<file path="config.mk">
export PLATFORM = sky130hd
export DESIGN_NAME = muldiv_unit
export DESIGN_NICKNAME = d
export VERILOG_FILES = /design/src/rtl/muldiv_unit.sv
export SDC_FILE = /design/constraint.sdc
export NUM_CORES = 1
export LEC_CHECK = 0
export BUFFER_PORTS_ARGS = -buffer_cell sky130_fd_sc_hd__buf_2
export CORE_MARGIN = 4
export CORE_UTILIZATION = 35
export DETAILED_ROUTE_END_ITERATION = 8
export GPL_ROUTABILITY_DRIVEN = 1
export HOLD_SLACK_MARGIN = 0.08
export RECOVER_POWER = 50
export SETUP_SLACK_MARGIN = 0.1
export SYNTH_ARGS = -nofsm -noshare
export SYNTH_HDL_FRONTEND = slang
export SYNTH_SLANG_ARGS = --single-unit
export TNS_END_PERCENT = 1
</file>
<file path="constraint.sdc">
create_clock -name clk -period 6.85 [get_ports clk]
set_input_delay 0.685 -clock clk [delete_from_list [all_inputs] [get_ports clk]]
set_output_delay 0.685 -clock clk [all_outputs]
set_load 0.01 [all_outputs]
</file>
<file path="src/rtl/muldiv_unit.sv">
// Iterative RV32M/RV64M multiply/divide unit: one shift-add or restoring-divide
// step per cycle, with valid/ready request and response channels.
module muldiv_unit #(
    parameter int XLEN  = 32,
    parameter int TAG_W = 5
) (
    input  logic             clk,
    input  logic             reset,
    input  logic             req_valid,
    output logic             req_ready,
    input  logic [2:0]       req_funct3,
    input  logic [XLEN-1:0]  req_srca,
    input  logic [XLEN-1:0]  req_srcb,
    input  logic [TAG_W-1:0] req_tag,
    input  logic             flush,
    output logic             resp_valid,
    input  logic             resp_ready,
    output logic [XLEN-1:0]  resp_result,
    output logic [TAG_W-1:0] resp_tag,
    output logic             busy
);
    localparam int CNT_W = $clog2(XLEN + 1);

    typedef enum logic [1:0] {IDLE, CALC, DONE} state_t;

    state_t              state;
    logic [CNT_W-1:0]    count;
    logic [2:0]          op;
    logic                neg_q;
    logic                neg_r;
    logic [2*XLEN-1:0]   acc;
    logic [XLEN-1:0]     opb;

    function automatic logic [XLEN-1:0] cond_neg(input logic [XLEN-1:0] v, input logic neg);
        logic signed [XLEN-1:0] s;
        s = v;
        return neg ? -s : s;
    endfunction

    function automatic logic [2*XLEN-1:0] cond_neg_wide(input logic [2*XLEN-1:0] v, input logic neg);
        logic signed [2*XLEN-1:0] s;
        s = v;
        return neg ? -s : s;
    endfunction

    // Request decode: operand signedness, magnitudes and the no-iteration cases
    logic            is_div;
    logic            a_signed;
    logic            b_signed;
    logic            a_neg;
    logic            b_neg;
    logic [XLEN-1:0] a_mag;
    logic [XLEN-1:0] b_mag;
    logic            div_zero;
    logic            div_ovf;
    logic [XLEN-1:0] special_result;

    assign is_div   = req_funct3[2];
    assign a_signed = (req_funct3 == 3'b001) || (req_funct3 == 3'b010) ||
                      (req_funct3 == 3'b100) || (req_funct3 == 3'b110);
    assign b_signed = (req_funct3 == 3'b001) || (req_funct3 == 3'b100) ||
                      (req_funct3 == 3'b110);
    assign a_neg    = a_signed && req_srca[XLEN-1];
    assign b_neg    = b_signed && req_srcb[XLEN-1];
    assign a_mag    = cond_neg(req_srca, a_neg);
    assign b_mag    = cond_neg(req_srcb, b_neg);
    assign div_zero = is_div && (req_srcb == '0);
    assign div_ovf  = is_div && !req_funct3[0] &&
                      (req_srca == {1'b1, {(XLEN-1){1'b0}}}) && (req_srcb == '1);

    always_comb begin
        special_result = '0;
        if (div_zero)
            special_result = req_funct3[1] ? req_srca : '1;
        else if (div_ovf)
            special_result = req_funct3[1] ? '0 : req_srca;
    end

    // Iteration step: multiply shifts right adding the multiplicand,
    // divide shifts left subtracting the divisor when it fits
    logic [XLEN:0]     mul_sum;
    logic [XLEN:0]     div_shifted;
    logic [XLEN:0]     div_diff;
    logic [2*XLEN-1:0] mul_next;
    logic [2*XLEN-1:0] div_next;
    logic [2*XLEN-1:0] acc_next;

    assign mul_sum     = {1'b0, acc[2*XLEN-1:XLEN]} + {1'b0, (acc[0] ? opb : {XLEN{1'b0}})};
    assign mul_next    = {mul_sum, acc[XLEN-1:1]};
    assign div_shifted = {acc[2*XLEN-1:XLEN], acc[XLEN-1]};
    assign div_diff    = div_shifted - {1'b0, opb};
    assign div_next    = div_diff[XLEN] ? {div_shifted[XLEN-1:0], acc[XLEN-2:0], 1'b0}
                                        : {div_diff[XLEN-1:0],    acc[XLEN-2:0], 1'b1};
    assign acc_next    = op[2] ? div_next : mul_next;

    // Final result with sign correction, taken from the last iteration
    logic [2*XLEN-1:0] prod_signed;
    logic [XLEN-1:0]   final_result;

    assign prod_signed = cond_neg_wide(acc_next, neg_q);

    always_comb begin
        final_result = '0;
        if (op[2])
            final_result = op[1] ? cond_neg(acc_next[2*XLEN-1:XLEN], neg_r)
                                 : cond_neg(acc_next[XLEN-1:0], neg_q);
        else
            final_result = (op[1:0] == 2'b00) ? prod_signed[XLEN-1:0]
                                              : prod_signed[2*XLEN-1:XLEN];
    end

    assign req_ready  = (state == IDLE) && !flush;
    assign resp_valid = (state == DONE);
    assign busy       = (state != IDLE);

    // Control FSM and response registers
    always_ff @(posedge clk or posedge reset) begin
        if (reset) begin
            state       <= IDLE;
            count       <= '0;
            op          <= '0;
            neg_q       <= 1'b0;
            neg_r       <= 1'b0;
            resp_result <= '0;
            resp_tag    <= '0;
        end else if (flush) begin
            state <= IDLE;
            count <= '0;
        end else begin
            case (state)
                IDLE: begin
                    if (req_valid && req_ready) begin
                        op       <= req_funct3;
                        resp_tag <= req_tag;
                        neg_q    <= a_neg ^ b_neg;
                        neg_r    <= a_neg;
                        if (div_zero || div_ovf) begin
                            state       <= DONE;
                            count       <= '0;
                            resp_result <= special_result;
                        end else begin
                            state <= CALC;
                            count <= CNT_W'(XLEN);
                        end
                    end
                end
                CALC: begin
                    count <= count - CNT_W'(1);
                    if (count == CNT_W'(1)) begin
                        state       <= DONE;
                        resp_result <= final_result;
                    end
                end
                DONE: begin
                    if (resp_ready)
                        state <= IDLE;
                end
                default: state <= IDLE;
            endcase
        end
    end

    // Datapath: operands load while idle, iterate while calculating
    always_ff @(posedge clk) begin
        if (state == IDLE) begin
            if (is_div) begin
                acc <= {{XLEN{1'b0}}, a_mag};
                opb <= b_mag;
            end else begin
                acc <= {{XLEN{1'b0}}, b_mag};
                opb <= a_mag;
            end
        end else if (state == CALC) begin
            acc <= acc_next;
        end
    end

endmodule

</file>
==> qor.txt, run 1 <==
Post-CTS Resized: 0
Routed WL: 67,400 um
worst endpoint required time: 7180 ps
Synth top area share: 0.174
I/O Buffers: 116
worst skew pair latency: 460 ps
I/O pin total: 117
max-cap check violation count: 3
Ys Warns: 0
setup repair bufs after CTS: 0
Post-synth top flop: edfxtp_1
Die Height: 226 um
Worst EP arrival: 6480 ps
multi-input logic area: 11,700 sq um
CORE AREA: 46,800 sq um
synth top area cells: edfxtp_1, dfrtp_1, mux2i_1
Non-Filler Instances: 2,760
leading area contributor after synthesis: edfxtp_1
drt wl/cell: 24.4 um
mapped cell area: 16,600 sq um
Syn Area/Cell: 7.92 sq um
Slew @ Worst Pin: 4010 ps
area added between synthesis and finish: 9.55%
worst hold stages: 2
crit path launch type: flop
unrepaired setup endpoints after global routing: false
most frequent cell after synthesis: nor2_1
Crit Path Max Fanout: 11
RR Endpoint: resp_result[28]
first-pass GRT wire length: 101,000 um
drt initial violations: 2,046
fraction of registers with async set/reset: 0.342
hpwl dp: 52,400 um
Util after Layout: 0.389
fill count: 4,851
layout cell share with drive strength beyond 1: 0.103
Post-synth EDFFs: 96
Synth Net Count: 2,245
maximum vdd drop: 0.229 mV
pwr dens: 495 nW/um^2
worst setup margin: 704 ps
fin nets: 2,289
Total GRT Usage: 0.257
Initial Util: 0.355
count of final setup violators: 0
Final Max Slew Viols: 162
Yosys cell types: 109
Worst R2R Start: acc[33]
grt ovf: 0
DR vias: 17,110
CTS H-Tree Depth: 4
Worst slew margin: -1.68
CTS tree: done
RePlAce Congestion: 1.04
CTS root buf: clkbuf_16
hold path start: resp_ready
Syn Inst Count: 2,095
Synth top cells by count: nor2_1, a21oi_1, nand2_1, o21ai_0, mux2i_1
Routed Antenna Nets: 0
Fin. Hold Viols: 0
Total Power: 8.99 mW
FF+latch area: 4140 sq um
Clock transition at path regs: 70 ps
kind of critical path: flop to flop
register area share after synthesis: 0.249
Std-Cell Rows: 79
hold path endpoint: state[1]
die area: 51,000 sq um
DP Worst Slack: 887 ps
#FFs+latches synth: 146
worst min-delay path category: primary input to flop
skew final: 11.2 ps
hold_buf cts: 0
antenna violations before repair: 5
TritonCTS buffer count: 17
clock tree buffer depth: 2
setup TNS: 0 ps
placed cell count: 2,727
Leakage: 7.10 nW
number of cells on the worst reg-to-reg path: 21
flop-to-flop setup slack: 700 ps
Die Width: 226 um
DR DRC count: 0
TritonCTS Sinks: 146
Setup crit end kind: flop
vias in the first global route: 15,932
status: finished, violations left
fmax: 163 MHz
crit share post-route: 0.897
Vias per Instance: 6.20
Pre-Repair DR Iteration Count: 6
Period minus WS final: 6150 ps
largest net degree at the start of global routing: 70
failing checks: max-capacitance violations, max-slew violations
## per-layer routing
layer | global-route usage | share of wire
met5 | 0 | 0.00019
met4 | 0.103 | 0.041
met3 | 0.0508 | 0.083
met2 | 0.402 | 0.45
met1 | 0.350 | 0.43
## power breakdown
group	internal, mW	switching (mW)
clock network	0.547	0.435
logic	2.12	4.18
registers	1.36	0.360
total	4.02	4.97
## worst max-delay path, cell delays in order (launching register included)
cell and delay (ps):
edfxtp_1 530, ha_1 430, nor2b_1 190, o2111a_1 260
o31ai_1 640, a21boi_2 220, nor3_4 170, nor3_1 60
buf_4 160, nor2_1 190, ha_1 220, nor3b_1 240
o2111ai_1 220, or2_2 340, nor2_1 240, nand3b_1 430
nor3_1 390, nand3b_1 170, nor4_1 390, mux2i_1 150
a221oi_2 320, o21ai_2 70
## kinds of logic after synthesis
group                      after synthesis  share of synthesized area
buffers and inverters                  189                     0.0473
adders and majority gates               73                     0.0559
and+or+nand+nor                        740                      0.219
DFF                                    146                      0.249
xor gates and xnor gates               174                     0.0918
AOI/OAI and AO/OA                      656                      0.265
muxes                                  117                     0.0723
## cells in the final DEF (no fill, tap or decap), types with 10 or more instances in the layout
cell type	n
ha_1	71
a211oi_1	22
a221oi_1	10
edfxtp_1	96
o21a_1	12
o21ai_0	159
nor2_1	213
o21ai_1	12
and3_1	19
nor4_1	23
or2_2	10
mux2i_1	97
nand2_1	181
mux2_2	19
nand4_1	35
o41ai_1	14
clkbuf_1	42
o211ai_1	20
dfrtp_1	48
nand3_1	47
clkbuf_16	20
nor2b_1	15
and2_1	58
a21oi_1	180
o31ai_1	26
nand2b_1	19
xor2_1	79
nor3_1	60
inv_1	67
o221ai_1	10
a31oi_1	36
or3_1	16
buf_2	78
buf_4	25
a21o_1	28
xnor2_1	95
## through the flow
step,hold slack [ps],area [sq um]
after floorplan,495,16600
after global placement,465,17600
after detailed placement,474,17600
after CTS,378,18200
after global routing,400,18200
final,392,18200
## worst max-delay path by stage
| stage | from | to | slack (ps) | depth (start not counted) |
|---|---|---|---|---|
| after floorplan | acc[41] | resp_result[30] | 1920 | 23 |
| after global placement | acc[33] | resp_result[30] | 1010 | 21 |
| after detailed placement | acc[33] | resp_result[28] | 890 | 21 |
| after CTS | acc[33] | resp_result[28] | 840 | 21 |
| after global routing | acc[33] | resp_result[28] | 190 | 21 |
| final | acc[33] | resp_result[28] | 700 | 21 |
## flip-flops by register name, summed over array words and instances (netlist names)
signal / count
neg_q: 1
neg_r: 1
count: 6
acc: 64
resp_tag: 5
op: 3
state: 2
resp_result: 32
opb: 32
## area by class of cell
type                       count  area share
multi-input combinational   1760       0.643
sequential                   146       0.228
tap                          607      0.0418
timing repair buffer         144      0.0403
clock buffer                  22      0.0285
inverter                      70      0.0145
clock inverter                10     0.00440
antenna                        1    0.000138
No activity file was read; power rests on OpenSTA's default activity.
==> run 2: changes to the inputs <==
- BUFFER_PORTS_ARGS: -buffer_cell sky130_fd_sc_hd__buf_2 -> default
- DONT_BUFFER_PORTS: default -> 1
==> qor.txt, run 2 (synthesis results as in run 1) <==
fmax: 164 MHz
end point of the critical path: resp_result[19]
CORE AREA: 46,800 sq um
Vias per Instance: 6.37
layout cell share with drive strength beyond 1: 0.0717
TritonCTS buffer count: 17
CTS H-Tree Depth: 4
count of final setup violators: 0
RePlAce Congestion: 1.05
Hold WS: 287 ps
Die Height: 226 um
max FFs per register: 64
hold_buf cts: 0
I/O Buffers: 0
vias in the first global route: 15,690
fin nets: 2,174
Routed WL: 67,800 um
largest net degree at the start of global routing: 74
pwr dens: 507 nW/um^2
Slew @ Worst Pin: 4210 ps
Largest Register: acc
Initial Util: 0.355
max-cap check violation count: 2
setup TNS: 0 ps
kind of critical path: flop to flop
clock tree buffer depth: 2
DR DRC count: 0
Total Power: 8.95 mW
first-pass GRT wire length: 100,000 um
skew final: 13.5 ps
Routed Antenna Nets: 0
Setup crit end kind: flop
biggest regs: acc: 64 flops, opb: 32 flops, resp_result: 32 flops
placed cell count: 2,612
post-route cell area: 17,600 sq um
Crit Path Max Fanout: 67
Worst slew margin: -1.81
commonest cells after routing, fill and taps aside: nor2_1, nand2_1, a21oi_1
CTS tree: done
I/O pin total: 117
critical path startpoint: state[1]
crit path launch type: flop
TritonCTS Sinks: 146
worst endpoint required time: 7210 ps
worst min-delay path category: primary input to flop
antenna violations before repair: 3
Worst R2R Start: state[1]
post-place instance area: 17,100 sq um
drt wl/cell: 25.6 um
hpwl dp: 52,400 um
Fin. Hold Viols: 0
maximum vdd drop: 0.213 mV
Leakage: 6.75 nW
area added between synthesis and finish: 6.31%
drt initial violations: 1,843
status: finished, violations left
setup repair bufs after CTS: 0
Total GRT Usage: 0.257
RR Endpoint: resp_result[19]
Std-Cell Rows: 79
grt ovf: 0
flop-to-flop setup slack: 760 ps
Period minus WS final: 6090 ps
worst skew pair latency: 460 ps
Clock transition at path regs: 70 ps
most common cell after layout, fill and taps aside: nor2_1
die area: 51,000 sq um
Final Max Slew Viols: 119
Non-Filler Instances: 2,645
unrepaired setup endpoints after global routing: false
CTS root buf: clkbuf_16
Post-CTS Resized: 0
number of cells on the worst reg-to-reg path: 7
Die Width: 226 um
DR vias: 16,857
Pre-Repair DR Iteration Count: 6
Worst EP arrival: 6450 ps
crit share post-route: 0.889
failing checks: max-capacitance violations, max-slew violations
-- run 2: metal layers --
metal	GRT usage	vias up	share of wire
met5	0	-	0.00010
met4	0.113	2	0.049
met3	0.0621	163	0.10
met2	0.397	958	0.44
met1	0.342	8081	0.41
li1	-	7653	-
-- run 2: worst min-delay path by stage --
stage	startpoint	end	slack, ps	depth (start not counted)
global route	flush	count[1]	280	1
finish	flush	count[1]	290	1
detailed placement	count[2]	count[2]	530	1
floorplan	count[2]	count[2]	500	1
CTS	flush	count[1]	270	1
global placement	count[2]	count[2]	520	1
-- run 2: worst max-delay path, cell delays in order, from the launching register on --
cell,delay [ps]
dfrtp_1,390
inv_1,70
clkbuf_1,2870
nand2_1,240
clkbuf_1,690
nor2_1,970
o221ai_1,450
o221ai_1,300
-- run 2: area by class of cell --
cell class	instances	area, sq um
Antenna cell	1	2.50
Multi-Input combinational cell	1760	11700
Fill cell	4810	29100
Clock buffer	19	475
Sequential cell	146	4140
Inverter	70	263
Tap cell	607	759
Timing Repair Buffer	29	206
Clock inverter	13	110
-- run 2: where the power goes --
group | internal, mW | leakage, nW | switching [mW]
clock | 0.520 | 0.293 | 0.462
combinational | 2.07 | 4.82 | 4.08
sequential | 1.36 | 1.64 | 0.465
total | 3.95 | 6.75 | 5.00
-- run 2: stage by stage --
stage / utilization / worst slack [ps]
detailed placement: 0.365 / 973
floorplan: - / 1920
CTS: 0.378 / 939
global route: 0.377 / 434
finish: 0.377 / 761
global placement: 0.365 / 1110
==> run 3: changes to the inputs <==
- PLACE_DENSITY: default -> 0.47
==> qor.txt, run 3 (synthesis results as in run 1) <==
status: finished, violations left
failing checks: max-capacitance violations, max-slew violations
drt initial violations: 1,384
fin nets: 2,182
Routed WL: 71,400 um
hpwl dp: 55,900 um
Worst R2R Start: acc[48]
I/O pin total: 117
most used cell, CP: buf_4
DR vias: 16,506
max FFs per register: 64
DR DRC count: 0
Hold WS: 274 ps
layout cell share with drive strength beyond 1: 0.0763
Largest Register: acc
Clock transition at path regs: 70 ps
kind of critical path: flop to flop
most common cell after layout, fill and taps aside: nor2_1
number of cells on the worst reg-to-reg path: 16
Period minus WS final: 5970 ps
area added between synthesis and finish: 6.77%
worst hold stages: 1
I/O Buffers: 0
maximum vdd drop: 0.224 mV
CTS root buf: clkbuf_16
TritonCTS buffer count: 17
critical path startpoint: acc[48]
drt wl/cell: 26.9 um
CTS H-Tree Depth: 4
count of final setup violators: 0
post-route cell area: 17,700 sq um
Slew @ Worst Pin: 4250 ps
worst skew pair latency: 480 ps
Std-Cell Rows: 79
DP Worst Slack: 965 ps
Post-CTS Resized: 0
commonest cells after routing, fill and taps aside: nor2_1, nand2_1, a21oi_1
Vias per Instance: 6.22
Final Max Slew Viols: 144
CP max-delay cell: a222oi_1
worst setup margin: 884 ps
Pre-Repair DR Iteration Count: 6
max-cap check violation count: 3
grt ovf: 0
Crit Path Max Fanout: 21
fmax: 168 MHz
Antenna Diode Count: 0
clock tree buffer depth: 2
max incr delay on CP: 540 ps
crit-path cells: ha_1 > a21oi_1 > o21ai_2 > a211o_1 > a221oi_2 > a21oi_2 > buf_4 > nor2_2 > buf_4 > mux2i_1 > a32o_1 > nand4b_2 > o41ai_2 > xor2_1 > a222oi_1 > o221ai_1
crit path launch type: flop
worst min-delay path category: primary input to flop
Leakage: 6.80 nW
TritonCTS Sinks: 146
first-pass GRT wire length: 105,000 um
skew final: 17.3 ps
Worst slew margin: -1.84
Setup crit end kind: flop
Routed Antenna Nets: 0
Initial Util: 0.355
setup TNS: 0 ps
RePlAce Congestion: 0.966
crit share post-route: 0.871
CTS tree: done
post-place instance area: 17,100 sq um
die area: 51,000 sq um
Die Width: 226 um
Die Height: 226 um
hold_buf cts: 0
pwr dens: 508 nW/um^2
vias in the first global route: 15,644
biggest regs: acc: 64 flops, opb: 32 flops, resp_result: 32 flops
CORE AREA: 46,800 sq um
largest net degree at the start of global routing: 74
setup repair bufs after CTS: 0
Total GRT Usage: 0.275
worst endpoint required time: 7160 ps
antenna violations before repair: 3
Worst EP arrival: 6270 ps
Fin. Hold Viols: 0
hold path start: flush
unrepaired setup endpoints after global routing: false
## run 3: report_power, final
group          leakage, nW  internal [mW]  switching, mW
Combinational         4.86           2.09           4.09
Clock                0.297          0.544          0.450
Sequential            1.64           1.36          0.472
## run 3: path summary, 6_finish.rpt
check / endpoint / slack, ps
hold reg to reg: count[4] / 540
max in group asynchronous: op[2] / 3190
setup reg to reg: resp_result[25] / 880
min in group asynchronous: resp_result[9] / 1360
setup / recovery: resp_result[25] / 880
hold / removal: count[4] / 270
## run 3: final cells by class
cell class	instances	area, sq um
inverter	70	263
timing repair buffer	37	270
clock buffer	22	517
tap	607	759
multi-input combinational	1760	11700
fill	4872	29000
sequential	146	4140
clock inverter	10	83.8
## run 3: through the flow
stage / instances / utilization / power, mW
floorplan: 2095 / - / 5.93
global placement: 2620 / 0.366 / 7.86
detailed placement: 2620 / 0.366 / 7.85
CTS: 2652 / 0.379 / 8.89
global route: 2652 / 0.379 / 9.58
finish: 2652 / 0.379 / 9.00
## run 3: critical path, delay by kind of cell (launching register included)
kind                     cells  cell delay [ps]
multiplexers                 1              470
XOR/XNOR                     1              120
AND/OR/NAND/NOR              2              590
buffers and inverters        2              610
flip-flops                   1              460
AO/OA/AOI/OAI                9             3060
adder cells (fa/ha/maj)      1              490
## run 3: per-layer routing
layer | track usage | vias to the layer above | share of wire
met5 | 0 | - | 0
met2 | 0.433 | 676 | 0.45
met4 | 0.0893 | 0 | 0.030
met1 | 0.385 | 8075 | 0.45
met3 | 0.0472 | 88 | 0.072
li1 | - | 7667 | -
